==> src/rtl/goertzel_pkg.sv <==
// Shared definitions for the Goertzel gain stage: mode encodings, the
// round/saturate helper and the unity-coefficient constant.
package goertzel_pkg;

  typedef enum logic [1:0] {
    MODE_BYP   = 2'b00,
    MODE_NEG   = 2'b01,
    MODE_COEF  = 2'b10,
    MODE_NCOEF = 2'b11
  } mode_t;

  // Working width of the round/saturate helper; any product up to this wide fits.
  localparam int RS_W = 128;

  typedef struct packed {
    logic                   sat;
    logic signed [RS_W-1:0] y;
  } rs_t;

  // Round half up by dropping frac bits, then clip to an nw-bit signed range.
  function automatic rs_t round_sat(input logic signed [RS_W-1:0] p,
                                    input int frac, input int nw);
    logic signed [RS_W-1:0] one;
    logic signed [RS_W-1:0] r;
    logic signed [RS_W-1:0] hi;
    logic signed [RS_W-1:0] lo;
    rs_t res;
    one = RS_W'(1);
    r   = (p + (one <<< (frac - 1))) >>> frac;
    hi  = (one <<< (nw - 1)) - one;
    lo  = -(one <<< (nw - 1));
    res.sat = 1'b0;
    res.y   = r;
    if (r > hi) begin
      res.y   = hi;
      res.sat = 1'b1;
    end else if (r < lo) begin
      res.y   = lo;
      res.sat = 1'b1;
    end
    return res;
  endfunction

  function automatic logic [RS_W-1:0] unity_coef(input int frac);
    return RS_W'(1) << frac;
  endfunction

endpackage

==> src/rtl/goertzel_gain_ch_if.sv <==
// Sample stream into and out of the gain stage, with valid/ready on each side.
interface goertzel_gain_ch_if
  import goertzel_pkg::*;
#(
  parameter int N   = 32,
  parameter int CHW = 2
);
  logic           in_valid;
  logic           in_ready;
  logic [N-1:0]   in_data;
  logic [CHW-1:0] in_ch;
  mode_t          in_mode;
  logic           out_valid;
  logic           out_ready;
  logic [N-1:0]   out_data;
  logic [CHW-1:0] out_ch;
  logic           out_sat;

  modport master (
    output in_valid, in_data, in_ch, in_mode, out_ready,
    input  in_ready, out_valid, out_data, out_ch, out_sat
  );

  modport slave (
    input  in_valid, in_data, in_ch, in_mode, out_ready,
    output in_ready, out_valid, out_data, out_ch, out_sat
  );
endinterface

==> src/rtl/goertzel_coef_rf.sv <==
// Per-channel coefficient register file: one write port, one combinational
// read port, every entry resets to unity.
module goertzel_coef_rf
  import goertzel_pkg::*;
#(
  parameter int CW   = 18,
  parameter int FRAC = 16,
  parameter int CH   = 4,
  parameter int CHW  = 2
) (
  input  logic                  clk,
  input  logic                  rst,
  input  logic                  we,
  input  logic [CHW-1:0]        wr_addr,
  input  logic signed [CW-1:0]  wr_data,
  input  logic [CHW-1:0]        rd_addr,
  output logic signed [CW-1:0]  rd_data
);
  localparam logic signed [CW-1:0] UNITY = CW'(unity_coef(FRAC));

  logic signed [CW-1:0] coef_arr [CH];

  for (genvar gi = 0; gi < CH; gi++) begin : g_ent
    logic signed [CW-1:0] coef_reg;

    always_ff @(posedge clk or posedge rst) begin
      if (rst) begin
        coef_reg <= UNITY;
      end else if (we && (int'(wr_addr) == gi)) begin
        coef_reg <= wr_data;
      end
    end

    assign coef_arr[gi] = coef_reg;
  end

  // Tags beyond the last channel fall back to entry 0.
  assign rd_data = (int'(rd_addr) < CH) ? coef_arr[rd_addr] : coef_arr[0];

endmodule

==> src/rtl/goertzel_gain_ch.sv <==
// Two-stage multi-channel gain: S1 captures sample and coefficient, S2
// multiplies/negates, rounds, saturates and holds the result for downstream.
module goertzel_gain_ch
  import goertzel_pkg::*;
#(
  parameter int N    = 32,
  parameter int CW   = 18,
  parameter int FRAC = 16,
  parameter int CH   = 4,
  localparam int CHW = (CH > 1) ? $clog2(CH) : 1
) (
  input  logic                 clk,
  input  logic                 rst,
  goertzel_gain_ch_if.slave    bus,
  input  logic                 coef_we,
  input  logic [CHW-1:0]       coef_addr,
  input  logic signed [CW-1:0] coef_data
);
  localparam int PW = N + CW + 1;

  logic                 s1_valid_reg;
  logic signed [N-1:0]  s1_x_reg;
  logic [CHW-1:0]       s1_ch_reg;
  mode_t                s1_mode_reg;
  logic signed [CW-1:0] s1_coef_reg;

  logic                 out_valid_reg;
  logic [N-1:0]         out_data_reg;
  logic [CHW-1:0]       out_ch_reg;
  logic                 out_sat_reg;

  logic                 s1_adv;
  logic                 s2_adv;
  logic signed [CW-1:0] rd_coef;
  logic signed [PW-1:0] xe;
  logic signed [PW-1:0] ce;
  logic signed [PW-1:0] p;
  rs_t                  rs;
  logic                 unused_rs_hi;

  goertzel_coef_rf #(
    .CW   (CW),
    .FRAC (FRAC),
    .CH   (CH),
    .CHW  (CHW)
  ) u_coef_rf (
    .clk     (clk),
    .rst     (rst),
    .we      (coef_we),
    .wr_addr (coef_addr),
    .wr_data (coef_data),
    .rd_addr (bus.in_ch),
    .rd_data (rd_coef)
  );

  assign s2_adv       = ~out_valid_reg | bus.out_ready;
  assign s1_adv       = ~s1_valid_reg | s2_adv;
  assign bus.in_ready = s1_adv;

  // The read port sees the register contents before this edge's write lands.
  always_ff @(posedge clk or posedge rst) begin
    if (rst) begin
      s1_valid_reg <= 1'b0;
      s1_x_reg     <= '0;
      s1_ch_reg    <= '0;
      s1_mode_reg  <= MODE_BYP;
      s1_coef_reg  <= '0;
    end else if (s1_adv) begin
      s1_valid_reg <= bus.in_valid;
      if (bus.in_valid) begin
        s1_x_reg    <= bus.in_data;
        s1_ch_reg   <= bus.in_ch;
        s1_mode_reg <= bus.in_mode;
        s1_coef_reg <= rd_coef;
      end
    end
  end

  // Bypass/negate scale x by 2^FRAC so every mode shares the same rounding path.
  always_comb begin
    xe = PW'(s1_x_reg);
    ce = PW'(s1_coef_reg);
    if (s1_mode_reg[1]) begin
      p = xe * ce;
    end else begin
      p = xe <<< FRAC;
    end
    if (s1_mode_reg[0]) begin
      p = -p;
    end
    rs = round_sat(RS_W'(p), FRAC, N);
  end

  assign unused_rs_hi = ^rs.y[RS_W-1:N];

  always_ff @(posedge clk or posedge rst) begin
    if (rst) begin
      out_valid_reg <= 1'b0;
      out_data_reg  <= '0;
      out_ch_reg    <= '0;
      out_sat_reg   <= 1'b0;
    end else if (s2_adv) begin
      out_valid_reg <= s1_valid_reg;
      if (s1_valid_reg) begin
        out_data_reg <= rs.y[N-1:0];
        out_ch_reg   <= s1_ch_reg;
        out_sat_reg  <= rs.sat;
      end
    end
  end

  assign bus.out_valid = out_valid_reg;
  assign bus.out_data  = out_data_reg;
  assign bus.out_ch    = out_ch_reg;
  assign bus.out_sat   = out_sat_reg;

endmodule

==> src/flat_wrapper.sv <==
// flat-port wrapper written by rule: the top's interface ports become plain ports
module goertzel_gain_ch_flat import goertzel_pkg::*;
#(
  parameter int N    = 32,
  parameter int CW   = 18,
  parameter int FRAC = 16,
  parameter int CH   = 4,
  localparam int CHW = (CH > 1) ? $clog2(CH) : 1
)
  (clk, rst, coef_we, coef_addr, coef_data, bus_in_valid, bus_in_data, bus_in_ch, bus_in_mode, bus_out_ready, bus_in_ready, bus_out_valid, bus_out_data, bus_out_ch, bus_out_sat);
  goertzel_gain_ch_if #(.N(N), .CHW(2)) bus_i ();
  input  logic clk;
  input  logic rst;
  input  logic coef_we;
  input  logic [CHW-1:0] coef_addr;
  input  logic signed [CW-1:0] coef_data;
  input wire logic [$bits(bus_i.in_valid)-1:0] bus_in_valid;
  input wire logic [$bits(bus_i.in_data)-1:0] bus_in_data;
  input wire logic [$bits(bus_i.in_ch)-1:0] bus_in_ch;
  input wire logic [$bits(bus_i.in_mode)-1:0] bus_in_mode;
  input wire logic [$bits(bus_i.out_ready)-1:0] bus_out_ready;
  output wire logic [$bits(bus_i.in_ready)-1:0] bus_in_ready;
  output wire logic [$bits(bus_i.out_valid)-1:0] bus_out_valid;
  output wire logic [$bits(bus_i.out_data)-1:0] bus_out_data;
  output wire logic [$bits(bus_i.out_ch)-1:0] bus_out_ch;
  output wire logic [$bits(bus_i.out_sat)-1:0] bus_out_sat;
  assign bus_i.in_valid = bus_in_valid;
  assign bus_i.in_data = bus_in_data;
  assign bus_i.in_ch = bus_in_ch;
  assign bus_i.in_mode = bus_in_mode;
  assign bus_i.out_ready = bus_out_ready;
  assign bus_in_ready = bus_i.in_ready;
  assign bus_out_valid = bus_i.out_valid;
  assign bus_out_data = bus_i.out_data;
  assign bus_out_ch = bus_i.out_ch;
  assign bus_out_sat = bus_i.out_sat;
  goertzel_gain_ch #(.N(N), .CW(CW), .FRAC(FRAC), .CH(CH)) u_core (.clk(clk), .rst(rst), .bus(bus_i), .coef_we(coef_we), .coef_addr(coef_addr), .coef_data(coef_data));
endmodule
==> config.mk <==
export PLATFORM = sky130hd
export DESIGN_NAME = goertzel_gain_ch_flat
export DESIGN_NICKNAME = d
export VERILOG_FILES = /design/src/rtl/goertzel_pkg.sv /design/src/rtl/goertzel_gain_ch_if.sv /design/src/rtl/goertzel_coef_rf.sv /design/src/rtl/goertzel_gain_ch.sv /design/src/flat_wrapper.sv
export SDC_FILE = /design/constraint.sdc
export NUM_CORES = 2
export LEC_CHECK = 0
export ABC_AREA = 1
export BUFFER_PORTS_ARGS = -buffer_cell sky130_fd_sc_hd__buf_4
export CAP_MARGIN = 20
export CORE_AREA = 2 2 235 284
export CTS_CLUSTER_DIAMETER = 30
export CTS_CLUSTER_SIZE = 25
export DETAILED_ROUTE_END_ITERATION = 12
export DIE_AREA = 0 0 237 286
export PLACE_DENSITY = 0.66
export SYNTH_ARGS = -nofsm -noshare
export SYNTH_HDL_FRONTEND = slang
export SYNTH_HIERARCHICAL = 1
export SYNTH_SLANG_ARGS = --single-unit
==> constraint.sdc <==
create_clock -name clk -period 10.2 [get_ports clk]
set_input_delay 0.51 -clock clk [delete_from_list [all_inputs] [get_ports clk]]
set_output_delay 0.51 -clock clk [all_outputs]
set_load 0.05 [all_outputs]
Yosys cells after proc, flatten, opt, wreduce, memory -nomap -nowiden

Index checks and enable logic that the tools add are counted.

Bits in registers: 163
Input port bits: 61
Output and inout bits: 37
Logic and storage cells: 41

Add/subtract/negate cells: 2
$mul: 1
Order comparisons: 3
Eq/ne operators: 3
Multiplexer cells: 7
Bitwise gates (word level): 5
Reduce and logical (&&, ||, !) cells: 7

Operator list:

| kind                                                                    | number |
|---|---|
| 129-bit two-way mux                                                     | 2 |
| 51-bit two-way mux                                                      | 2 |
| 51-bit by 17-bit adder with 52-bit output (second input constant)       | 1 |
| 51-bit negator                                                          | 1 |
| 32-bit by 18-bit multiplier with 50-bit output                          | 1 |
| 18-bit binary-select mux with 2-bit select                              | 1 |
| 36-bit by 32-bit > comparator with 1-bit output (second input constant) | 1 |
| 36-bit by 32-bit < comparator with 1-bit output (second input constant) | 1 |
| 18-bit two-way mux                                                      | 2 |
| 2-bit equality test (second input constant)                             | 2 |
| 1-bit logical AND                                                       | 4 |
| 2-bit AND reduction                                                     | 2 |
| 3-bit >= comparator (second input constant)                             | 1 |
| 2-bit NOT with 3-bit output                                             | 1 |
| 2-bit by 1-bit equality test with 1-bit output (second input constant)  | 1 |
| 2-bit logical NOT                                                       | 1 |
| 1-bit NOT                                                               | 2 |
| 1-bit bitwise OR                                                        | 2 |

Depth between registers and ports, before layout

Depth in word-level cells: 8
Mapped depth: 51
Mapped depth without buffers: 48

By module

Netlist, hierarchy kept.

Modules (own cells, without submodules):

| module           | times used | cells each | area each (um2) |
|---|---|---|---|
| goertzel_gain_ch | 1          | 3,998      | 28,447.3 |
| goertzel_coef_rf | 1          | 525        | 3,821.2 |

Worst setup path after synthesis

Ideal clock, no wire load.

Path type: register -> register
From: reg u_core.s1_x_reg[5]
To: reg u_core.out_data_reg[10], in the netlist u_core/bus.out_data[10]
Setup time: 121 ps
Arrival time: 7,363 ps
Required time: 10,079 ps
Slack: 2,716 ps
Cell stages (with the launch flop): 44
Period minus slack after synthesis: 7,484 ps
Path through: dfrtp_1 > clkbuf_1 > clkbuf_1 > nand2_1 > fa_1 > inv_1 > fa_1 > inv_1 > fa_1 > inv_1 > fa_1 > fa_1 > inv_1 > fa_1 > inv_1 > ha_1 > nand2_1 > inv_1 > [8 not listed] > nor2_2 > nand2_1 > nand2_1 > nand2_1 > nand2_1 > nand2_1 > nor3_4 > nand3_2 > nor2_4 > nand3_2 > nor2_4 > nand4_1 > nand2_1 > nand3_2 > a21oi_2 > buf_6 > buf_12 > a21oi_2

Longest elaborated chain between the ends: 8
Elaborated cells between the ends (all ways): 9

Ends and longest elaborated chain:

| what                                            | line                    | text |
|---|---|---|
| start: declaration                              | goertzel_gain_ch.sv:22  | `logic signed [N-1:0] s1_x_reg;` |
| start signal: assignment                        | goertzel_gain_ch.sv:71  | `s1_x_reg <= bus.in_data;` |
| 32-bit by 18-bit multiplier with 50-bit output  | goertzel_gain_ch.sv:84  | `p = xe * ce;` |
| 51-bit two-way mux (*)                          | goertzel_gain_ch.sv:83  | `if (s1_mode_reg[1]) begin` |
| 51-bit negator                                  | goertzel_gain_ch.sv:89  | `p = -p;` |
| 51-bit two-way mux (*)                          | goertzel_gain_ch.sv:88  | `if (s1_mode_reg[0]) begin` |
| 51-bit by 17-bit adder with 52-bit output (*)   | goertzel_pkg.sv:29      | `r = (p + (one <<< (frac - 1))) >>> frac;` |
| 36-bit by 32-bit < comparator with 1-bit output | goertzel_pkg.sv:37      | `end else if (r < lo) begin` |
| 129-bit two-way mux                             | goertzel_pkg.sv:37      |  |
| 129-bit two-way mux (*)                         | goertzel_pkg.sv:34      | `if (r > hi) begin` |
| end signal: assignment                          | goertzel_gain_ch.sv:105 | `out_data_reg <= rs.y[N-1:0];` |
| end: declaration                                | goertzel_gain_ch.sv:28  | `logic [N-1:0] out_data_reg;` |

Every way passes the cells marked *; elsewhere a longest branch is shown, timed or not.
A chain may end at the register's enable or synchronous reset.

Final worst setup path

From: reg u_core.s1_x_reg[6]
To: reg u_core.out_data_reg[4], in the netlist u_core/bus.out_data[4]

Same word-level chain as after synthesis.

==> summary.txt <==
Status
  – Status: complete, no violations

CTS
  – Clock buffer depth: 2
  – CTS Hold Bufs: 0
  – Root Buffer: clkbuf_16
  – Total CTS buffers: 17
  – Clock latency on the worst-skew pair: 0.49 ns
  – Post-CTS Setup Inserts: 0
  – CTS HTree Levels: 4
  – Worst-path clk slew: 0.08 ns
  – Post_cts resized: 0
  – CTS tree: built
  – Sink Count: 163

Timing
  – Slew @ Worst Pin: 1.16 ns
  – Clock skew: 0.0175 ns
  – Slew headroom: 22.7%
  – Setup Viol. Count Final: 0
  – RSZ-0062 raised after global routing: false
  – Max-slew violations: 0
  – Setup WS post-layout: 1.21 ns
  – Post-layout min period: 8.99 ns
  – Final number of hold-violating endpoints: 0
  – Period utilization: 88.2%
  – Highest clock rate: 111 MHz
  – Fin Setup TNS: 0 ns

Cells and area
  – Seq. cell area: 4090 um2
  – Max FFs per register: 72
  – Area Growth Syn to Fin: 6.21%
  – Antenna cells: 0
  – Fillers: 6498
  – Final Net Count: 5235
  – Area used by multi-input combinational logic: 22900 um2
  – Share of layout cells above drive strength 1: 7.60%
  – Final instance area: 34300 um2

Worst setup path
  – Crit Path Class: reg2reg
  – R2r worst-path depth: 42
  – Crit path max fanout: 32
  – Delay-heaviest family, CP: simple AND/OR/NAND/NOR gates
  – Slowest cell on the critical path: dfrtp_1
  – CP Launch Type: register
  – Slowest stage delay, CP: 1.11 ns
  – Most used cell, CP: nand2_1
  – R2r endpoint: u_core/bus.out_data[4]
  – Stages on worst setup path: 42
  – R2R setup slack: 1.21 ns
  – Worst EP arrival: 9.41 ns
  – Critical Path RT: 10.61 ns
  – Critical path endpoint category: register
  – Bufs and invs on worst path: 8
  – FF-to-FF Start: u_core/s1_x_reg[6]

Synth
  – Asr flop ratio synth: 100%
  – Post-synth EDFFs: 0
  – Syn Nets: 5259
  – Syn Area/Cell: 7.13 um2
  – Seq cells post-synth: 163
  – Synth cell types: 43
  – Leading area contributor after synthesis: fa_1
  – Seq/Total Area, Yosys: 12.7%
  – Dominant cells by area after synthesis: fa_1 34%, nand2_1 17%, inv_1 14%
  – YS warnings: 6
  – Most frequent cells after synthesis: 1470 x nand2_1, 1163 x inv_1, 553 x fa_1, 227 x nand3_1, 210 x nor2_1
  – Area share of the largest cell type after synthesis: 34.3%
  – Top FF cell, synth: dfrtp_1
  – Post-Syn Instances: 4523
  – Top-count cell post-synth: nand2_1
  – Cell area after synthesis: 32300 um2

Die
  – Overall die width: 237 um
  – Full die area: 67800 um2
  – Ports: 98
  – Starting Density: 49.6%
  – Area of the core: 65100 um2
  – Die Span Y: 286 um
  – Cell Rows: 103

Global routing
  – Largest net degree at the start of global routing: 73
  – First-pass GRT wire length: 151 mm
  – Initial antenna violation count: 0
  – All-Layer GR Usage: 28.5%
  – Vias in the first global route: 28900
  – Grt ovf: 0

Placement
  – Buffers on Ports: 97
  – Pre-CTS WS: 1.29 ns
  – Gpl congestion: 0.986
  – Post-placement cell area: 33600 um2
  – Final HPWL DP: 74.9 mm

Routing
  – Routed vias/inst: 5.10
  – 1st-pass router iterations: 6
  – Iter 0 DRT Violations: 1625
  – Vias: 27300
  – Routed WL: 91.1 mm
  – Post-route ant nets: 0
  – # DRC: 0
  – WL per Instance: 17.0 um

Run
  – Max Cap Viol: 0

Hold path
  – Worst Hold Class: in2async
worst register-to-register path: cells and delay by family, from the launching register on:
family / cells / cell delay, ns
and+or+nand+nor: 26 / 3.60
buffers and inverters: 8 / 0.51
AOI/OAI and AO/OA: 1 / 0.16
DFF: 1 / 1.11
adders and majority gates: 7 / 3.53
cell type report:
cell class / instances / share of cell area [%]
Multi-Input combinational cell: 2976 / 66.7
Inverter: 1183 / 13.0
Sequential cell: 163 / 11.9
Timing Repair Buffer: 158 / 3.50
Tap cell: 840 / 3.07
Clock buffer: 17 / 1.24
Clock inverter: 15 / 0.584
per-stage QoR:
step / util, % / instances / hold slack, ns
global placement: 51.7 / 5319 / 0.451
floorplan: - / 4523 / 0.436
CTS: 52.7 / 5352 / 0.0473
detailed placement: 51.7 / 5320 / 0.453
global route: 52.7 / 5352 / 0.0800
finish: 52.7 / 5352 / 0.0549
metal layers:
layer	wire length (um)	GRT usage (%)	share of wire, %	vias up
met4	4460	13.3	4.9	0
met5	0	0	0	-
met2	47800	53.1	52	722
met3	3580	2.53	3.9	221
met1	35300	32.9	39	13400
li1	-	-	-	13000
worst max path at each step:
stage                                      start                       to  slack (ns)
after floorplan               u_core/s1_x_reg[5]  u_core/bus.out_data[10]        2.72
final                         u_core/s1_x_reg[6]   u_core/bus.out_data[4]        1.21
after global placement     u_core/s1_coef_reg[4]   u_core/bus.out_data[3]        1.33
after CTS                 u_core/s1_coef_reg[17]   u_core/bus.out_data[4]        1.28
after global routing       u_core/s1_coef_reg[8]  u_core/bus.out_data[13]        0.43
after detailed placement  u_core/s1_coef_reg[17]   u_core/bus.out_data[4]        1.29
logic make-up (layout without fill, tap and decap cells):
group                    Yosys count  after routing  synth area share (%)
XOR/XNOR                          42             42                  1.14
buffers and inverters           1384           1373                  16.5
AO/OA/AOI/OAI                    140            140                  2.38
multiplexers                      44             44                  1.54
flip-flops                       163            163                  12.7
AND/OR/NAND/NOR                 2075           2075                  26.7
adder cells (fa/ha/maj)          675            675                  39.0
cell usage in the layout, fill, tap and decap left out, types with 5 or more instances in the layout:
cell       instances
nand4_1           77
fa_1             553
or2_2             15
a21oi_1           71
nor2_4             5
clkinv_1           6
nor2_1           210
nand2_1         1469
nand3_2           11
inv_6              5
clkbuf_16         17
inv_2             15
o21ai_0           45
a21oi_2           11
nor3_1             6
nand2_2            9
xor2_1            25
dfrtp_1          155
inv_1           1161
o21bai_1           5
nor2_2            26
nand3b_1          10
buf_4            157
nand3_1          227
xnor2_1           17
ha_1             122
mux2_2            44
Power is left out: the tool's default activity adds up to more than one toggle a clock period on the data nets, which glitch-free logic cannot reach.
